<file path="src/rtl/hm_memory_reader_if.sv">
// Memory port-B bus and outgoing word stream of hm_memory_reader.
// master = reader side, slave = memory/consumer side.
interface hm_memory_reader_if;
  logic [15:0] MEM_ADDR;
  logic [3:0]  MEM_WE;
  logic [31:0] MEM_DI;
  logic [31:0] MEM_DO;
  logic [31:0] DATA;
  logic        VALID;
  logic        READY;
  logic        LAST;

  modport master (
    output MEM_ADDR, MEM_WE, MEM_DI, DATA, VALID, LAST,
    input  MEM_DO, READY
  );

  modport slave (
    input  MEM_ADDR, MEM_WE, MEM_DI, DATA, VALID, LAST,
    output MEM_DO, READY
  );
endinterface

</file>
<file path="src/rtl/hm_memory_reader.sv">
// Streams LEN words from hm_memory_32 port B through a small FIFO that hides read latency.
// Optional macro HM_READER_ABORT_EN adds an ABORT input that flushes and cancels a transfer.
module hm_memory_reader #(
  parameter int DEPTH = 4,
  parameter int LEN_W = 11
) (
  input  logic               CLK,
  input  logic               RST_N,
  input  logic               START,
  input  logic [11:0]        BASE,
  input  logic [LEN_W-1:0]   LEN,
`ifdef HM_READER_ABORT_EN
  input  logic               ABORT,
`endif
  output logic               BUSY,
  output logic               DONE,
  hm_memory_reader_if.master bus
);

  localparam int PTR_W = $clog2(DEPTH);
  localparam int CNT_W = PTR_W + 1;
  localparam logic [CNT_W:0] DEPTH_V = (CNT_W+1)'(DEPTH);

  typedef enum logic [1:0] { S_IDLE, S_RUN, S_DRAIN } state_t;

  state_t           state_q, state_d;
  logic             done_q, done_d;
  logic [11:0]      byte_idx;
  logic [LEN_W-1:0] remaining;
  logic             vld_p1;
  logic             last_p1;
  logic [31:0]      fifo_data [DEPTH];
  logic             fifo_tag  [DEPTH];
  logic [PTR_W-1:0] wr_ptr, rd_ptr;
  logic [CNT_W-1:0] fifo_count;
  logic [CNT_W:0]   occupancy;
  logic             issue, final_issue, push, pop, head_last, abort_req;

`ifdef HM_READER_ABORT_EN
  assign abort_req = ABORT && (state_q != S_IDLE);
`else
  assign abort_req = 1'b0;
`endif

  // Slots already promised: stored words plus the read whose data lands next edge
  assign occupancy   = {1'b0, fifo_count} + {{CNT_W{1'b0}}, vld_p1};
  assign issue       = (state_q == S_RUN) && (occupancy < DEPTH_V) && !abort_req;
  assign final_issue = issue && (remaining == LEN_W'(1));
  assign push        = vld_p1;
  assign pop         = (fifo_count != '0) && bus.READY && !abort_req;
  assign head_last   = fifo_tag[rd_ptr];

  always_comb begin
    state_d = state_q;
    done_d  = 1'b0;
    case (state_q)
      S_IDLE: begin
        if (START) begin
          if (LEN != '0) state_d = S_RUN;
          else           done_d  = 1'b1;
        end
      end
      S_RUN: begin
        if (final_issue) state_d = S_DRAIN;
      end
      S_DRAIN: begin
        if (pop && head_last) begin
          state_d = S_IDLE;
          done_d  = 1'b1;
        end
      end
      default: state_d = S_IDLE;
    endcase
    if (abort_req) begin
      state_d = S_IDLE;
      done_d  = 1'b0;
    end
  end

  always_ff @(posedge CLK or negedge RST_N) begin
    if (!RST_N) begin
      state_q <= S_IDLE;
      done_q  <= 1'b0;
    end else begin
      state_q <= state_d;
      done_q  <= done_d;
    end
  end

  // p0: address issue
  always_ff @(posedge CLK or negedge RST_N) begin
    if (!RST_N) begin
      byte_idx  <= '0;
      remaining <= '0;
    end else if ((state_q == S_IDLE) && START && (LEN != '0)) begin
      byte_idx  <= BASE & 12'hFFC;
      remaining <= LEN;
    end else if (issue) begin
      byte_idx  <= byte_idx + 12'd4;
      remaining <= remaining - LEN_W'(1);
    end
  end

  // p1: memory data valid, captured into the FIFO
  always_ff @(posedge CLK or negedge RST_N) begin
    if (!RST_N) begin
      vld_p1     <= 1'b0;
      last_p1    <= 1'b0;
      wr_ptr     <= '0;
      rd_ptr     <= '0;
      fifo_count <= '0;
    end else begin
      vld_p1  <= issue;
      last_p1 <= final_issue;
      if (abort_req) begin
        wr_ptr     <= '0;
        rd_ptr     <= '0;
        fifo_count <= '0;
      end else begin
        if (push) wr_ptr <= wr_ptr + PTR_W'(1);
        if (pop)  rd_ptr <= rd_ptr + PTR_W'(1);
        case ({push, pop})
          2'b10:   fifo_count <= fifo_count + CNT_W'(1);
          2'b01:   fifo_count <= fifo_count - CNT_W'(1);
          default: fifo_count <= fifo_count;
        endcase
      end
    end
  end

  always_ff @(posedge CLK) begin
    if (push && !abort_req) begin
      fifo_data[wr_ptr] <= bus.MEM_DO;
      fifo_tag[wr_ptr]  <= last_p1;
    end
  end

  assign bus.MEM_ADDR = {1'b0, byte_idx, 3'b000};
  assign bus.MEM_WE   = 4'b0000;
  assign bus.MEM_DI   = 32'd0;
  assign bus.VALID    = (fifo_count != '0);
  assign bus.DATA     = bus.VALID ? fifo_data[rd_ptr] : 32'd0;
  assign bus.LAST     = bus.VALID && head_last;
  assign BUSY         = (state_q != S_IDLE);
  assign DONE         = done_q;

endmodule

</file>
<file path="src/flat_wrapper.sv">
// flat-port wrapper written by rule: the top's interface ports become plain ports
module hm_memory_reader_flat 
#(
  parameter int DEPTH = 4,
  parameter int LEN_W = 11
)
  (CLK, RST_N, START, BASE, LEN, BUSY, DONE, bus_MEM_ADDR, bus_MEM_WE, bus_MEM_DI, bus_DATA, bus_VALID, bus_LAST, bus_MEM_DO, bus_READY);
  hm_memory_reader_if bus_i ();
  input  logic CLK;
  input  logic RST_N;
  input  logic START;
  input  logic [11:0] BASE;
  input  logic [LEN_W-1:0] LEN;
  output logic BUSY;
  output logic DONE;
  output wire logic [$bits(bus_i.MEM_ADDR)-1:0] bus_MEM_ADDR;
  output wire logic [$bits(bus_i.MEM_WE)-1:0] bus_MEM_WE;
  output wire logic [$bits(bus_i.MEM_DI)-1:0] bus_MEM_DI;
  output wire logic [$bits(bus_i.DATA)-1:0] bus_DATA;
  output wire logic [$bits(bus_i.VALID)-1:0] bus_VALID;
  output wire logic [$bits(bus_i.LAST)-1:0] bus_LAST;
  input wire logic [$bits(bus_i.MEM_DO)-1:0] bus_MEM_DO;
  input wire logic [$bits(bus_i.READY)-1:0] bus_READY;
  assign bus_MEM_ADDR = bus_i.MEM_ADDR;
  assign bus_MEM_WE = bus_i.MEM_WE;
  assign bus_MEM_DI = bus_i.MEM_DI;
  assign bus_DATA = bus_i.DATA;
  assign bus_VALID = bus_i.VALID;
  assign bus_LAST = bus_i.LAST;
  assign bus_i.MEM_DO = bus_MEM_DO;
  assign bus_i.READY = bus_READY;
  hm_memory_reader #(.DEPTH(DEPTH), .LEN_W(LEN_W)) u_core (.CLK(CLK), .RST_N(RST_N), .START(START), .BASE(BASE), .LEN(LEN), .BUSY(BUSY), .DONE(DONE), .bus(bus_i));
endmodule
</file>
<file path="config.mk">
export PLATFORM = sky130hd
export DESIGN_NAME = hm_memory_reader_flat
export DESIGN_NICKNAME = d
export VERILOG_FILES = /design/src/rtl/hm_memory_reader_if.sv /design/src/rtl/hm_memory_reader.sv /design/src/flat_wrapper.sv
export SDC_FILE = /design/constraint.sdc
export NUM_CORES = 1
export LEC_CHECK = 0
export CORE_MARGIN = 5
export CORE_UTILIZATION = 40
export CTS_CLUSTER_DIAMETER = 80
export DETAILED_ROUTE_END_ITERATION = 16
export PLACE_DENSITY_LB_ADDON = 0.08
export SYNTH_ARGS = -nofsm -noshare
export SYNTH_HDL_FRONTEND = slang
export SYNTH_SLANG_ARGS = --single-unit
</file>
<file path="constraint.sdc">
create_clock -name CLK -period 4.2 [get_ports CLK]
set_input_delay 0.63 -clock CLK [delete_from_list [all_inputs] [get_ports CLK]]
set_output_delay 0.63 -clock CLK [all_outputs]
set_load 0.005 [all_outputs]
</file>
# Word-level counts from Yosys, hierarchy flattened
# Memory sizes are Yosys's and may differ from the RTL's.
# Cells that the tools add are included.
# W data, S select, Z words.
[totals] out_inout_bits=88 in_bits=59 memories=2 ff_bits=35 word_cells=59 ramBits=132
[op_classes] magnitude_cmp=1 muxes=17 n_addsub=7 n_reduce_logical=14 eq_ne=9
[mem_list] memory="u_core.fifo_data" depth=4 word_bits=32 read_ports=1 rd_ports_with_merged_regs=0 write_ports=1 line="hm_memory_reader.sv:32" source="logic [31:0] fifo_data [DEPTH];"
[mem_list] memory="u_core.fifo_tag" depth=4 word_bits=1 read_ports=1 rd_ports_with_merged_regs=0 write_ports=1 line="hm_memory_reader.sv:33" source="logic fifo_tag [DEPTH];"
[op_table] op="$mux W32" n=1
[op_table] op="$mux W12" n=2
[op_table] op="$mux W11" n=2
[op_table] op="$add A12 B3 Y12 const B" n=1
[op_table] op="$eq A11 B1 Y1 const B" n=1
[op_table] op="$reduce_bool A11 Y1" n=1
[op_table] op="$sub A11 B1 Y11 const B" n=1
[op_table] op="$mux W2" n=4
[op_table] op="$logic_and A1 B1 Y1" n=7
[op_table] op="$ne A2 B1 Y1 const B" n=3
[op_table] op="$pmux W2 S3" n=1
[op_table] op="$pmux W3 S2" n=1
[op_table] op="$reduce_bool A2 Y1" n=3
[op_table] op="$mux W1" n=5
[op_table] op="$add A2 B1 Y2 const B" n=2
[op_table] op="$add A3 B1 Y4" n=1
[op_table] op="$eq A2 B1 Y1 const B" n=2
[op_table] op="$eq A2 B2 Y1 const B" n=2
[op_table] op="$lt A4 B3 Y1 const B" n=1
[op_table] op="$reduce_and A4 Y1" n=1
[op_table] op="$add A3 B1 Y3 const B" n=1
[op_table] op="$reduce_bool A3 Y1" n=1
[op_table] op="$sub A3 B1 Y3 const B" n=1
[op_table] op="$logic_not A2 Y1" n=1
[op_table] op="2 further kinds" n=2

# Depth between registers and ports, before layout
# Gate-level depths: netlist of run 1.
[depth] depth_word=6 ltp_mapped=10 ltp_nobuf=8

# Worst setup path before layout of run 1
# No wires, ideal clock.
[synth_path] path_type="register to output" start="register u_core.rd_ptr[0]" end="output bus_DATA[10]" required_ns=3.570 t_arrival_ns=1.686 path_stages_with_launch=5 n_path_buf=2 setup_slack_ns=1.884 cell_sequence="dfrtp_1 > clkbuf_1 > buf_2 > mux4_2 > and2_1"
[synth_between] elab_chain_len=2
[synth_rtl] element="start: declaration" line="hm_memory_reader.sv:34" source="logic [PTR_W-1:0] wr_ptr, rd_ptr;"
[synth_rtl] element="start signal: assignment" line="hm_memory_reader.sv:121" source="if (pop) rd_ptr <= rd_ptr + PTR_W'(1);"
[synth_rtl] element="$mem_v2 Z4 W32"
[synth_rtl] element="$mux W32" line="hm_memory_reader.sv:142" source="assign bus.DATA = bus.VALID ? fifo_data[rd_ptr] : 32'd0;"
[synth_rtl] element="end: declaration" line="flat_wrapper.sv:19" source="output wire logic [$bits(bus_i.DATA)-1:0] bus_DATA;"
# Every way passes these cells.

# Worst setup path in the final report of run 1
[layout_path] start="register u_core.rd_ptr[0]" end="output bus_DATA[2]"
# The elaborated chain is that of the path after synthesis.

==> results of run 1 <==
## state kept, by name, summed over array words and instances, names as in the netlist
signal and count:
u_core.remaining 11, u_core.rd_ptr 2, u_core.fifo_data 128, u_core.DONE 1, u_core.last_p1 1, u_core.fifo_count 3, u_core.state_q 2, u_core.byte_idx 10
u_core.fifo_tag 4, u_core.push 1, u_core.wr_ptr 2
## worst max-delay path, delay by kind of cell, from the launching register on
family	cells	cell delay (ps)
flip-flops	1	830
AND/OR/NAND/NOR	1	180
buffers and inverters	2	710
multiplexers	1	520
## logic make-up (layout without fill, tap and decap cells)
logic type | Yosys count | count (layout) | share of synthesized area, %
other cells | 1 | 42 | 0.0526
xor+xnor | 9 | 9 | 1.11
simple gates | 109 | 109 | 8.83
mux | 35 | 35 | 10.7
compound gates | 40 | 40 | 4.23
flops | 165 | 165 | 67.2
buf+inv | 70 | 147 | 6.18
fa+ha+maj | 9 | 9 | 1.69
## layer usage
layer  share of wire [%]  routed length, um
met5                   0                  0
met4                 1.4                193
met3                 4.8                676
met2                  51               7240
met1                  43               6100
## synthesized netlist by cell type, drive strengths merged, types with 3 or more instances
library cell	n	area [um2]
mux4	33	743
inv	10	37.5
buf	49	362
nand2b	4	25.0
nand3	9	45.0
o211ai	7	52.6
o31ai	4	43.8
and2	38	238
nand4	4	25.0
xor2	6	52.6
or4	4	37.5
a21oi	3	15.0
ha	8	100
nor2	12	47.6
xnor2	3	26.3
or3	7	43.8
dfrtp	33	826
a221o	6	60.1
a31oi	5	31.3
clkbuf	11	41.3
nand2	16	60.1
o21ai	8	40.0
nor3	4	20.0
edfxtp	132	3960
## through the flow
step / setup slack [ps] / util [%] / instance area (um2) / std cells
6_report: 903 / 50.5 / 8790 / 781
5_1_grt: 703 / 50.5 / 8790 / 781
4_1_cts: 789 / 50.5 / 8790 / 781
3_5_place_dp: 1220 / 47.2 / 8220 / 749
3_3_place_gp: 1230 / 47.2 / 8220 / 749
2_1_floorplan: 1880 / - / 7280 / 479
## layout make-up
cell class | count | area (um2) | share of cell area [%]
Multi-Input combinational cell | 244 | 2060 | 23.4
Tap cell | 225 | 282 | 3.20
Timing Repair Buffer | 105 | 1060 | 12.0
Sequential cell | 165 | 4790 | 54.5
Clock buffer | 18 | 429 | 4.88
Inverter | 10 | 37.5 | 0.427
Clock inverter | 14 | 135 | 1.54
## power by group through the flow
stage / Clock (mW) / Combinational, mW / Sequential, mW
detailed placement: 0 / 2.14 / 2.60
floorplan: 0 / 1.31 / 2.40
global placement: 0 / 2.12 / 2.58
CTS: 1.51 / 2.15 / 2.57
finish: 1.48 / 2.08 / 2.55
global route: 1.58 / 2.30 / 2.62
## worst paths after layout
| path | slack (ps) | from | cells after the start | end |
|---|---|---|---|---|
| hold / removal | 500 | u_core.last_p1 | 0 | u_core.fifo_tag[2] |
| hold reg to reg | 500 | u_core.last_p1 | 0 | u_core.fifo_tag[2] |
| max in group asynchronous | 3230 | RST_N | 2 | u_core.rd_ptr[1] |
| setup reg to reg | 1720 | u_core.state_q[1] | 5 | u_core.remaining[5] |
| min in group asynchronous | 620 | RST_N | 2 | u_core.byte_idx[8] |
| setup / recovery | 900 | u_core.rd_ptr[0] | 4 | bus_DATA[2] |
==> metrics.yaml, run 1 <==
detailed_routing:
  postRouteAntennaNets: 0
  drt-total-wl_um: 14200
  route.detailed.drc: 0
  vias: 3874
  detail_route.first_pass.iterations: 4
  avgRoutedWirePerCell_um: 18.2
  initialDrtViolationCount: 162
  detail_route.vias_per_cell: 4.96
cells_and_area:
  fin_nets: 611
  fillers: 1508
  layout.cells.most_common: "sky130_fd_sc_hd__edfxtp_1"
  antenna_cells_inserted: 0
  area.growth.synth_to_final_pct: 23.3
  layout-drive-gt1-share_pct: 14.2
  final_cell_mix: "132 x sky130_fd_sc_hd__edfxtp_1, 102 x sky130_fd_sc_hd__clkdlybuf4s50_1, 42 x sky130_fd_sc_hd__conb_1"
floorplan:
  floorplan.core_area_um2: 17400
  die_area_um2: 20600
  row_count: 48
  num_io_pins: 147
  initial_core_utilization_pct: 40.9
  die_h_um: 143
  die-width_um: 143
worst_setup_path:
  crit_required_ps: 3570
  start_kind: "register"
  timing.critical_path.to_type: "primary output"
  cp_data_arrival_time_ps: 2670
  timing.critical_path.fanout_max: 20
  slowest_delay_ps: 830
  timing.setup.critical_path_class: "register to primary output"
  critPathSlowestCell: "sky130_fd_sc_hd__dfrtp_2"
  timing.critical_path.cells: "buf_12 -> mux4_2 -> and2_1 -> clkdlybuf4s50_1"
sta:
  final_tns_setup_ps: 0
  grt_setup_unrepaired: "no"
  timing_hold_violations_final: 0
  fin_worst_skew_ps: 7.02
  post-route-min-period_ps: 3300
  post-route-period-util_pct: 78.5
  finalMaxSlewViolations: 0
  final.hold.worst_slack_ps: 496
  max_clock_freq_mhz: 303
  finalSetupViolations: 0
  max-slew-margin-rel_pct: 34.3
  tightestPinTransition_ps: 986
grt:
  use_met1_pct: 18.3
  met3_usage_pct: 3.36
  grt_use_total_pct: 14.3
  grt_antenna_before_repair: 0
  globalRouteOverflowTotal: 0
  met2_usage_pct: 24.1
  grt_pass1_vias: 4155
  global_route.peak_usage_layer: "met2"
  grt_first_pass_wirelength_um: 22300
  grt_max_degree: 35
power:
  power_frac_clock_pct: 24.2
  internal_power_mw: 4.34
  seq_power_share_pct: 41.7
  vdd.ir_drop.worst_v: 0.000372
  power_density_nw_per_um2: 696
  cellLeakagePower_nw: 3.08
  netSwitchingPower_mw: 1.78
  sw_frac_of_total_pct: 29.1
  combPwrFrac_pct: 34.0
  post-layout-total-power_mw: 6.12
clocking:
  hold_buffers: 0
  clk_pin_slew_worst_paths_ps: 60
  clock_sink_count: 165
  clk_path_buf_depth: 2
  clk_root_buffer_cell: "sky130_fd_sc_hd__clkbuf_16"
  post_cts.repair.setup_buffers: 0
  cts-htree-levels: 4
  cts_repair_resize_count: 0
  clock_latency_of_the_later_clocked_register_in_the_worst_skew_pair_ps: 420
  tritoncts: "done"
  cts-buffers-inserted: 17
yosys:
  post_synth_arst_share_pct: 20.0
  post_synth_inst_count: 438
  synth_warnings: 0
  synth-edff-count: 132
  distinct_cell_type_count_of_the_synthesized_netlist: 48
  dominantRegCellSynth: "sky130_fd_sc_hd__edfxtp_1"
  synth.cell_area_um2: 7130
  synth-seq-cells: 165
  synth.avg_cell_area_um2: 16.3
  seq_total_area_yosys_pct: 67.2
place:
  gp_congestion: 0.728
  hpwl_um: 8980
  placement.io_buffers: 102
flow_run:
  cap_violations: 0
status:
  outcome: "complete, no violations"
worst_hold_path:
  hp-class: "register to register"
Power figures use the tool's default switching activity.
==> inputs of run 2 (changes only) <==
Clock period 4.2 ns to 3.3 ns, I/O delays scaled along.
==> metrics.yaml, run 2 (same netlist as run 1, synthesis figures left out) <==
cells_and_area:
  area.growth.synth_to_final_pct: 23.9
  regMostFlops: "u_core.fifo_data"
  layout-drive-gt1-share_pct: 15.1  # +0.86 points
  antenna_cells_inserted: 0  # unchanged
  layout.cells.non_filler: 789  # +1.0%
  reg.largest.list: "u_core.fifo_data x128, u_core.remaining x11, u_core.byte_idx x10"
  max_reg_flops: 128  # unchanged
  sequential_cell_area_um2: 4790  # unchanged
  layout.core_utilization_pct: 50.7  # +0.27 points
  multiInputGateArea_um2: 2060  # unchanged
  final_cell_mix: "132 x sky130_fd_sc_hd__edfxtp_1, 102 x sky130_fd_sc_hd__clkdlybuf4s50_1, 42 x sky130_fd_sc_hd__conb_1"
  layout.cells.most_common: "sky130_fd_sc_hd__edfxtp_1"
  post-route-cell-area_um2: 8830  # +0.53%
  fin_nets: 619  # +1.3%
  fillers: 1477  # -2.1%
clocking:
  cts-buffers-inserted: 17  # unchanged
  clk_pin_slew_worst_paths_ps: 60  # about the same
  clk_root_buffer_cell: "sky130_fd_sc_hd__clkbuf_16"
  clk_path_buf_depth: 2  # unchanged
  clock_latency_of_the_later_clocked_register_in_the_worst_skew_pair_ps: 420  # about the same
  tritoncts: "done"
  hold_buffers: 0  # unchanged
  clock_sink_count: 165  # unchanged
  post_cts.repair.setup_buffers: 0  # unchanged
  cts-htree-levels: 4  # unchanged
  cts_repair_resize_count: 0  # unchanged
detailed_routing:
  detail_route.first_pass.iterations: 4  # unchanged
  wl_met2_um: 7510  # +3.7%
  postRouteAntennaNets: 0  # unchanged
  dr.max_layer_used: "met4"
  detail_route.vias_per_cell: 4.98  # +0.47%
  wl_met3_um: 705  # +4.3%
  vias: 3932  # +1.5%
  initialDrtViolationCount: 179  # +10%
  drt-total-wl_um: 14400  # +1.3%
  route.detailed.drc: 0  # unchanged
  routedLengthMet1_um: 5980  # -2.0%
  avgRoutedWirePerCell_um: 18.2  # +0.24%
power:
  vdd.ir_drop.worst_v: 0.000445  # +20%
  cellLeakagePower_nw: 3.11  # +1.1%
  post-layout-total-power_mw: 7.83  # +28%
  power_density_nw_per_um2: 886  # +27%
worst_setup_path:
  cp_data_arrival_time_ps: 2410  # -260 ps
  crit_required_ps: 2800  # -770 ps
  timing.setup.critical_path_class: "register to primary output"
  timing.critical_path.from: "u_core.rd_ptr[0]"
  timing.critical_path.fanout_max: 21  # +5.0%
  timing.critical_path.to_type: "primary output"
  launching_point_of_the_worst_reg2reg_path: "u_core.fifo_count[0]"
  start_kind: "register"
sta:
  tightestPinTransition_ps: 960  # -25.0 ps
  max_clock_freq_mhz: 345
  final_tns_setup_ps: 0  # unchanged
  timing_hold_violations_final: 0  # unchanged
  fin_worst_skew_ps: 7.87  # +0.855 ps
  max-slew-margin-rel_pct: 36.0  # +1.7 points
  finalMaxSlewViolations: 0  # unchanged
  post-route-min-period_ps: 2900
  finalSetupViolations: 0  # unchanged
  post-route-period-util_pct: 87.9
  grt_setup_unrepaired: "no"
floorplan:
  initial_core_utilization_pct: 40.9  # unchanged
  row_count: 48  # unchanged
  die_h_um: 143  # unchanged
  die_area_um2: 20600  # unchanged
  num_io_pins: 147  # unchanged
  floorplan.core_area_um2: 17400  # unchanged
  die-width_um: 143  # unchanged
grt:
  grt_max_degree: 34  # -2.9%
  grt_pass1_vias: 4164  # +0.22%
  grt_first_pass_wirelength_um: 22000  # -1.2%
  grt_use_total_pct: 14.2  # -0.12 points
  grt_antenna_before_repair: 0  # unchanged
  globalRouteOverflowTotal: 0  # unchanged
place:
  hpwl_um: 9250  # +3.0%
  placedInstanceArea_um2: 8270  # +0.58%
  numPlacedInstances: 757  # +1.1%
  placement.io_buffers: 102  # unchanged
  gp_congestion: 0.725  # -0.49%
flow_run:
  cap_violations: 0  # unchanged
status:
  outcome: "complete, no violations"
worst_hold_path:
  hp-class: "primary input to asynchronous set/reset pin"
run 2: through the flow:
| stage | worst slack [ps] | hold WS [ps] |
|---|---|---|
| 3_3_place_gp | 646 | 469 |
| 4_1_cts | 304 | 483 |
| 2_1_floorplan | 1120 | 199 |
| 6_report | 399 | 483 |
| 3_5_place_dp | 628 | 498 |
| 5_1_grt | 231 | 524 |
run 2: layout make-up:
class / instances / area share (%)
Tap cell: 225 / 3.19
Sequential cell: 165 / 54.2
Clock buffer: 19 / 4.90
Timing Repair Buffer: 113 / 12.5
Multi-Input combinational cell: 244 / 23.3
Inverter: 10 / 0.425
Clock inverter: 13 / 1.47
run 2: critical path, stage by stage (launching register included):
cell                              delay (ps)
sky130_fd_sc_hd__dfrtp_2                 390
sky130_fd_sc_hd__buf_4                   400
sky130_fd_sc_hd__mux4_2                  540
sky130_fd_sc_hd__and2_1                  190
sky130_fd_sc_hd__clkdlybuf4s50_1         460
run 2: report_power, final:
part / switching [mW] / internal [mW]
clock: 0.786 / 1.11
combinational: 1.20 / 1.59
sequential: 0.286 / 2.85
run 2: worst paths after layout:
| path | endpoint | slack (ps) | cells past startpoint |
|---|---|---|---|
| setup / recovery | bus_DATA[17] | 400 | 4 |
| hold / removal | u_core.byte_idx[3] | 480 | 2 |
| setup reg to reg | u_core.fifo_count[2] | 1060 | 9 |
| hold reg to reg | u_core.fifo_count[2] | 510 | 1 |
| max in group asynchronous | u_core.rd_ptr[1] | 2490 | 2 |
| min in group CLK | u_core.fifo_count[2] | 510 | 1 |
run 2: per-layer routing:
layer / track usage, % / up-vias
li1: - / 1811
met2: 23.9 / 100
met1: 17.9 / 2004
met4: 4.61 / 0
met3: 3.83 / 17
met5: 0 / -
